$ cat src/rtl/alu_pkg.sv
// Shared definitions for the sequential ALU: op-code constants, the
// controller state encoding and the multiply step-counter width helper.
package alu_pkg;

    localparam logic [2:0] ALU_AND  = 3'b000;
    localparam logic [2:0] ALU_OR   = 3'b001;
    localparam logic [2:0] ALU_ADD  = 3'b010;
    localparam logic [2:0] ALU_MUL  = 3'b011;
    localparam logic [2:0] ALU_ANDN = 3'b100;
    localparam logic [2:0] ALU_ORN  = 3'b101;
    localparam logic [2:0] ALU_SUB  = 3'b110;
    localparam logic [2:0] ALU_SLT  = 3'b111;

    typedef enum logic [1:0] {
        IDLE = 2'b00,
        BUSY = 2'b01,
        DONE = 2'b10
    } alu_state_t;

    // Width of the multiply step counter; never narrower than one bit.
    function automatic int cnt_width(input int width);
        return (width < 2) ? 1 : $clog2(width);
    endfunction

endpackage

$ cat src/rtl/alu_core.sv
// Combinational datapath for the seven single-cycle ops. MUL is not handled
// here and yields y = 0, ovf = 0; the sequencer owns the multiplier.
module alu_core
    import alu_pkg::*;
#(
    parameter int WIDTH = 32
) (
    input  logic [2:0]       f,
    input  logic [WIDTH-1:0] a,
    input  logic [WIDTH-1:0] b,
    output logic [WIDTH-1:0] y,
    output logic             ovf
);

    localparam int MSB = WIDTH - 1;

    logic [WIDTH-1:0] sum;
    logic [WIDTH-1:0] diff;
    logic             ovf_add;
    logic             ovf_sub;
    logic             lt;

    assign sum  = a + b;
    assign diff = a - b;

    assign ovf_add = (a[MSB] == b[MSB]) && (sum[MSB]  != a[MSB]);
    assign ovf_sub = (a[MSB] != b[MSB]) && (diff[MSB] != a[MSB]);

    // Sign of the difference is wrong exactly when the subtraction
    // overflowed, so flipping it by the overflow gives the true compare.
    assign lt = diff[MSB] ^ ovf_sub;

    // Op select; ovf is only meaningful for ADD and SUB.
    always_comb begin
        y   = '0;
        ovf = 1'b0;
        case (f)
            ALU_AND:  y = a & b;
            ALU_OR:   y = a | b;
            ALU_ADD: begin
                y   = sum;
                ovf = ovf_add;
            end
            ALU_ANDN: y = a & ~b;
            ALU_ORN:  y = a | ~b;
            ALU_SUB: begin
                y   = diff;
                ovf = ovf_sub;
            end
            ALU_SLT:  y = {{(WIDTH-1){1'b0}}, lt};
            default: begin
                y   = '0;
                ovf = 1'b0;
            end
        endcase
    end

endmodule

$ cat src/rtl/alu_seq.sv
// Registered ALU with valid/ready handshakes on both sides.
// Build option: ALU_MUL_EN compiles in the shift-add multiplier (BUSY state,
// step counter, operand shifters). Without it, f=011 completes in one cycle
// with y = 0, zero = 1, ovf = 0.
//
// state | meaning
// ------+---------------------------------------------------------------
// IDLE  | no result held, ready for a new operation
// BUSY  | shift-add multiply in progress, input stalled
// DONE  | result held on y/zero/ovf, waiting for the consumer
module alu_seq
    import alu_pkg::*;
#(
    parameter int WIDTH = 32
) (
    input  logic             clk,
    input  logic             rst_n,
    input  logic             in_valid,
    output logic             in_ready,
    input  logic [2:0]       f,
    input  logic [WIDTH-1:0] a,
    input  logic [WIDTH-1:0] b,
    output logic             out_valid,
    input  logic             out_ready,
    output logic [WIDTH-1:0] y,
    output logic             zero,
    output logic             ovf
);

    alu_state_t state;
    alu_state_t state_nxt;

    logic             accept;
    logic             is_mul;
    logic [WIDTH-1:0] core_y;
    logic             core_ovf;

    logic [WIDTH-1:0] y_q;
    logic             zero_q;
    logic             ovf_q;

    alu_core #(
        .WIDTH (WIDTH)
    ) u_core (
        .f   (f),
        .a   (a),
        .b   (b),
        .y   (core_y),
        .ovf (core_ovf)
    );

    assign accept = in_valid && in_ready;

`ifdef ALU_MUL_EN
    localparam int CNT_W = cnt_width(WIDTH);

    logic [WIDTH-1:0] mcand;
    logic [WIDTH-1:0] mplier;
    logic [WIDTH-1:0] acc;
    logic [WIDTH-1:0] acc_nxt;
    logic [CNT_W-1:0] cnt;
    logic             mul_last;

    assign is_mul   = (f == ALU_MUL);
    assign acc_nxt  = mplier[0] ? (acc + mcand) : acc;
    assign mul_last = (cnt == CNT_W'(WIDTH - 1));
`else
    assign is_mul = 1'b0;
`endif

    // State register.
    always_ff @(posedge clk) begin
        if (!rst_n) begin
            state <= IDLE;
        end else begin
            state <= state_nxt;
        end
    end

    // Next-state and handshake outputs; in_ready never depends on in_valid.
    always_comb begin
        state_nxt = state;
        in_ready  = 1'b0;
        out_valid = 1'b0;
        case (state)
            IDLE: begin
                in_ready = 1'b1;
                if (in_valid) begin
                    state_nxt = is_mul ? BUSY : DONE;
                end
            end
`ifdef ALU_MUL_EN
            BUSY: begin
                if (mul_last) begin
                    state_nxt = DONE;
                end
            end
`endif
            DONE: begin
                out_valid = 1'b1;
                in_ready  = out_ready;
                if (out_ready) begin
                    if (in_valid) begin
                        state_nxt = is_mul ? BUSY : DONE;
                    end else begin
                        state_nxt = IDLE;
                    end
                end
            end
            default: state_nxt = IDLE;
        endcase
        if (!rst_n) begin
            in_ready = 1'b0;
        end
    end

`ifdef ALU_MUL_EN
    // Shift-add multiplier: one partial product per cycle while BUSY.
    always_ff @(posedge clk) begin
        if (!rst_n) begin
            mcand  <= '0;
            mplier <= '0;
            acc    <= '0;
            cnt    <= '0;
        end else if (accept && is_mul) begin
            mcand  <= a;
            mplier <= b;
            acc    <= '0;
            cnt    <= '0;
        end else if (state == BUSY) begin
            acc    <= acc_nxt;
            mcand  <= mcand << 1;
            mplier <= mplier >> 1;
            cnt    <= cnt + CNT_W'(1);
        end
    end
`endif

    // Result registers: loaded at accept for single-cycle ops and on the
    // last multiply step; otherwise held so a stalled consumer sees no change.
    always_ff @(posedge clk) begin
        if (!rst_n) begin
            y_q    <= '0;
            zero_q <= 1'b0;
            ovf_q  <= 1'b0;
        end else if (accept && !is_mul) begin
            y_q    <= core_y;
            zero_q <= (core_y == '0);
            ovf_q  <= core_ovf;
        end
`ifdef ALU_MUL_EN
        else if ((state == BUSY) && mul_last) begin
            y_q    <= acc_nxt;
            zero_q <= (acc_nxt == '0);
            ovf_q  <= 1'b0;
        end
`endif
    end

    assign y    = y_q;
    assign zero = zero_q;
    assign ovf  = ovf_q;

endmodule

$ cat config.mk
export PLATFORM = sky130hd
export DESIGN_NAME = alu_seq
export DESIGN_NICKNAME = d
export VERILOG_FILES = /design/src/rtl/alu_pkg.sv /design/src/rtl/alu_core.sv /design/src/rtl/alu_seq.sv
export SDC_FILE = /design/constraint.sdc
export NUM_CORES = 1
export LEC_CHECK = 0
export CAP_MARGIN = 20
export CORE_AREA = 3 3 141 102
export DETAILED_ROUTE_END_ITERATION = 6
export DIE_AREA = 0 0 144 105
export PLACE_DENSITY = 0.72
export SLEW_MARGIN = 0
export SYNTH_ARGS = -nofsm -noshare
export SYNTH_HDL_FRONTEND = slang
export SYNTH_HIERARCHICAL = 1
export SYNTH_SLANG_ARGS = --single-unit
$ cat constraint.sdc
create_clock -name clk -period 3.9 [get_ports clk]
set_input_delay 0.78 -clock clk [delete_from_list [all_inputs] [get_ports clk]]
set_output_delay 0.78 -clock clk [all_outputs]
set_load 0.01 [all_outputs]
Word level (Yosys, flattened, before mapping)
Cells that the tools add are included.
{"block": "op_classes", "n_reduce_logical": 7, "eq_ne": 13, "addsub": 2, "n_div": 0, "n_lt_le_gt_ge": 0, "shift": 0, "n_mul": 0, "n_bitwise": 6, "muxes": 9}
{"op": "$pmux W32 S7", "n": 1}
{"op": "$and A32 B32 Y32", "n": 2}
{"op": "$or A32 B32 Y32", "n": 2}
{"op": "$add A32 B32 Y32", "n": 1}
{"op": "$logic_not A32 Y1", "n": 1}
{"op": "$not A32 Y32", "n": 1}
{"op": "$sub A32 B32 Y32", "n": 1}
{"op": "$eq A3 B3 Y1 const B", "n": 4}
{"op": "$mux W2", "n": 3}
{"op": "$ne A2 B2 Y1 const B", "n": 2}
{"op": "$pmux W1 S2", "n": 2}
{"op": "$pmux W2 S2", "n": 1}
{"op": "$eq A3 B1 Y1 const B", "n": 1}
{"op": "$eq A3 B2 Y1 const B", "n": 1}
{"op": "$logic_and A1 B1 Y1", "n": 3}
{"op": "$logic_not A3 Y1", "n": 1}
{"op": "$ne A1 B1 Y1", "n": 3}
{"op": "$eq A2 B2 Y1 const B", "n": 1}
{"op": "$logic_not A2 Y1", "n": 1}
{"op": "$mux W1", "n": 2}
{"op": "$reduce_and A2 Y1", "n": 1}
{"op": "$eq A1 B1 Y1", "n": 1}
{"op": "$xor A1 B1 Y1", "n": 1}
{"block": "word_totals", "latch_bits": 0, "memories": 0, "mem_bits_ro": 0, "in_bits": 71, "mem_bits_rw": 0, "regBits": 36}

Longest topological paths before layout
{"block": "depth", "depth_word": 6, "mapped_depth": 19, "mapped_depth_nobuf": 18}

Hierarchy
The synthesis kept the hierarchy.
{"module": "alu_core", "area_per_inst_um2": 4600.7, "cells_each": 697, "n_inst": 1}
{"module": "alu_seq", "area_per_inst_um2": 1300.0, "cells_each": 165, "n_inst": 1}

Worst setup path before layout
No wires, ideal clock.
{"block": "synth_path", "path_kind": "input to register", "from": "input port b[7]", "to": "register zero_q (netlist: zero)", "n_path_buf": 1, "arrival_ps": 3888, "setup_time_ps": 120, "setup_slack_ps": -108, "cell_stages": 18, "path_cell_list": "inv_1 > ha_1 > buf_6 > and3_4 > and3_4 > o21a_1 > a211o_1 > a211o_1 > a41o_1 > a21o_1 > a31oi_1 > o21a_1 > fa_1 > o22ai_1 > a21o_1 > nor4_1 > nand4_1 > o31ai_1"}
{"item": "from (decl)", "line_no": "alu_seq.sv:22", "text": "input logic [WIDTH-1:0] b,"}
{"item": "$sub A32 B32 Y32 / $add A32 B32 Y32 (equally long branches)", "line_no": "alu_core.sv:24, alu_core.sv:23"}
{"item": "$pmux W32 S7 (*)", "line_no": "alu_core.sv:37", "text": "case (f)"}
{"item": "via core_y[31]", "line_no": "alu_seq.sv:35", "text": "logic [WIDTH-1:0] core_y;"}
{"item": "$logic_not A32 Y1 (*)", "line_no": "alu_seq.sv:148", "text": "zero_q <= (core_y == '0);"}
{"item": "to (signal assigned)", "line_no": "alu_seq.sv:148"}
{"item": "to (decl)", "line_no": "alu_seq.sv:39", "text": "logic zero_q;"}
The timed path passes the listed nets; every way through them passes the cells marked *.
A chain may end at the register's enable or synchronous reset.

Worst setup path in the final report
{"block": "layout_path", "from": "input port a[0]", "to": "register zero_q (netlist: zero)"}
{"item": "from (decl)", "line_no": "alu_seq.sv:21", "text": "input logic [WIDTH-1:0] a,"}
{"item": "$sub A32 B32 Y32 / $add A32 B32 Y32 (equally long branches)", "line_no": "alu_core.sv:24, alu_core.sv:23"}
{"item": "$pmux W32 S7 (*)", "line_no": "alu_core.sv:37"}
{"item": "via core_y[31]", "line_no": "alu_seq.sv:35"}
{"item": "$logic_not A32 Y1 (*)", "line_no": "alu_seq.sv:148"}
Marked as above.

==> impl_metrics.toml <==
[logic_synthesis]
yosysTopAreaCellShare = 0.131
synth_top_cell_by_area = "ha_1"
synth-async-reset-ratio = 0
synth_nets = 998
netlist_area_mm2 = 0.00590
synth_cells = 862
synth_cell_types = 76
yosys_warnings = 6
synth-seq-cells = 35
synth-edff-count = 0
synth_flop_cell = "dfxtp_1"
synthTopCellsByArea = "ha_1, dfxtp_1, a21oi_1"
yosysSeqAreaShare = 0.119
syn-mean-instance-area_um2 = 6.85

[setup_path]
cp_max_fo = 3
cp-end-kind = "register"
crit_chain = "buf_2 -> inv_2 -> ha_4 -> buf_4 -> nor2b_4 -> o2111ai_4 -> a21oi_2 -> a211o_1 -> a211o_1 -> a41o_1 -> a21o_1 -> a31oi_1 -> o21a_1 -> fa_2 -> o22ai_2 -> a21o_1 -> nor4_2 -> nand4_1 -> o31ai_1"
crit_buf_inv = 3
required_ns = 4.09
crit_path_max_incr_delay_ns = 0.61
cp_slowest_cell = "fa_2"
crit_family = "compound AO/OA/AOI/OAI gates"
cp-start-kind = "input pin"
worstPathArrival_ns = 4.13
crit_type = "input pin to register"

[placed_design]
place_inst = 1296
dpl.hpwl_um = 18200
place_area_mm2 = 0.00862
port_buffers = 106
place_congestion = 1.03

[cells_and_area]
finalInstanceArea_mm2 = 0.00934
final_cell_mix = "buf_4, nand2_1, a21oi_1"
finalNonFillerCells = 1324
antenna_cells = 0
fin_nets = 1293
layout-drive-gt1-share = 0.313
area_growth_syn_to_layout_pct = 58.2
final_common_cell = "buf_4"

[timing]
clock.fmax_ghz = 0.254
min_period_over_period = 1.01
rsz0062_at_grt = "true"
setup_tns_ns = -0.0829
drv_slew = 0
setup_ws_ns = -0.0430
tightest_slew_ns = 0.659
setup_violations = 2
max_slew_margin = 0.556
post-route-min-period_ns = 3.94
skew_ns = 0.00454
hold_violations = 0
hold_ws_ns = 0.457

[drt]
drt_pass1_iterations = 6
drt_first_iter_violations = 853
postRouteAntennaNets = 0
via_per_inst = 5.86
wl_per_cell_um = 18.2
drc = 0
vias = 7760
wl_um = 24100

[floorplan]
ioPinCount = 107
row_count = 35
initial_core_util = 0.451
die_w_um = 144
die_area_mm2 = 0.0151
core_area_mm2 = 0.0131
die_h_um = 105

[global_route]
track_usage = 0.302
grt_pass1_vias = 7191
gr-total-overflow = 0
antenna_found_initial = 0
grt_max_degree = 60
grt_pass1_wl_um = 37200

[clock_tree]
clkLatencyLatePin_ns = 0.28
clock-root-buffer = "clkbuf_16"
cts-buffers-inserted = 5
clkTransAtPathRegs_ns = 0.05
cts_buffer_depth = 2
clock_sinks = 35
cts_tree = "done"
htreeDepth = 2

[pwr]
powerDensity_mw_per_mm2 = 232
ir_worst_vdd_uv = 326
leakagePower_uw = 0.00433
power_uw = 2170

[run]
cap_viol_max_count = 0

[run_status]
status = "finished with violations"
violations = "negative setup slack"

[worst_hold_path]
hp-class = "register to register"
==> report_power, final <==
group / internal (uW) / switching [uW] / total (uW)
clock network: 235 / 143 / 378
registers: 388 / 18.6 / 407
logic: 680 / 702 / 1380
total: 1300 / 864 / 2170
==> layer usage <==
metal | vias up | GRT usage | share of wire
met5 | - | 0 | 0
met4 | 0 | 0.0638 | 0.020
met3 | 52 | 0.0851 | 0.13
met2 | 469 | 0.417 | 0.40
met1 | 3559 | 0.461 | 0.46
li1 | 3680 | - | -
==> state kept, by name, indices dropped and copies added (netlist names) <==
register,flops
state,1
ovf,1
zero,1
y,32
==> through the flow <==
step / utilization / setup slack [ns]
floorplan: - / 0.00786
global placement: 0.658 / -0.735
detailed placement: 0.658 / -0.824
CTS: 0.697 / 0.00394
global route: 0.713 / -0.206
finish: 0.713 / -0.0430
==> cells in the mapped netlist, drive strengths merged (3+ instances only) <==
library cell,number
nor2,48
or4,4
a31oi,16
a211oi,8
a21boi,4
nor3,19
o22ai,20
o21a,7
mux2i,5
o311ai,5
and3,4
nand2b,10
inv,66
clkbuf,42
xor2,29
a21o,20
o21ai,56
a2111oi,5
buf,17
nand3,49
nor2b,8
o41ai,4
dfxtp,35
nand2,111
o211ai,5
a22oi,3
o31ai,12
or2,3
xnor2,17
maj3,19
a21oi,85
fa,3
nand4,7
ha,62
o21bai,8
a211o,4
nor4,11
==> worst register-to-register path: stages (launching register included) <==
cell	delay (ns)
dfxtp_1	0.33
nand2b_4	0.08
nand3_1	0.44
buf_4	0.40
nand3_1	0.11
o31ai_1	0.06
==> final timing paths <==
path	start	end	slack, ns	cells after the start
setup / recovery	a[0]	zero$_SDFFE_PN0P_	-0.04	19
hold / removal	y[25]$_SDFFE_PN0P_	y[25]$_SDFFE_PN0P_	0.46	2
setup reg to reg	state[1]$_SDFFE_PN0P_	zero$_SDFFE_PN0P_	2.37	5
hold reg to reg	y[25]$_SDFFE_PN0P_	y[25]$_SDFFE_PN0P_	0.46	2
==> what timing repair did <==
item | CTS | global route
hold buffers | 0 | 0
pin swaps | 40 | 40
resized for setup | 133 | 63
buffers inserted | 12 | 8
setup endpoints to repair | 11 | 5
==> cells by family after synthesis <==
family                     share of synthesized area
DFF                                            0.119
muxes                                        0.00848
AOI/OAI and AO/OA                              0.318
and+or+nand+nor                                0.226
adders and majority gates                      0.174
xor gates and xnor gates                      0.0683
buffers and inverters                         0.0861
==> cell type report <==
cell class,instances,area [um^2]
Multi-Input combinational cell,701,5170
Clock inverter,2,12.5
Sequential cell,35,701
Tap cell,166,208
Fill cell,1024,3760
Inverter,67,262
Timing Repair Buffer,347,2860
Clock buffer,6,129
(Power assumes the default switching activity.)
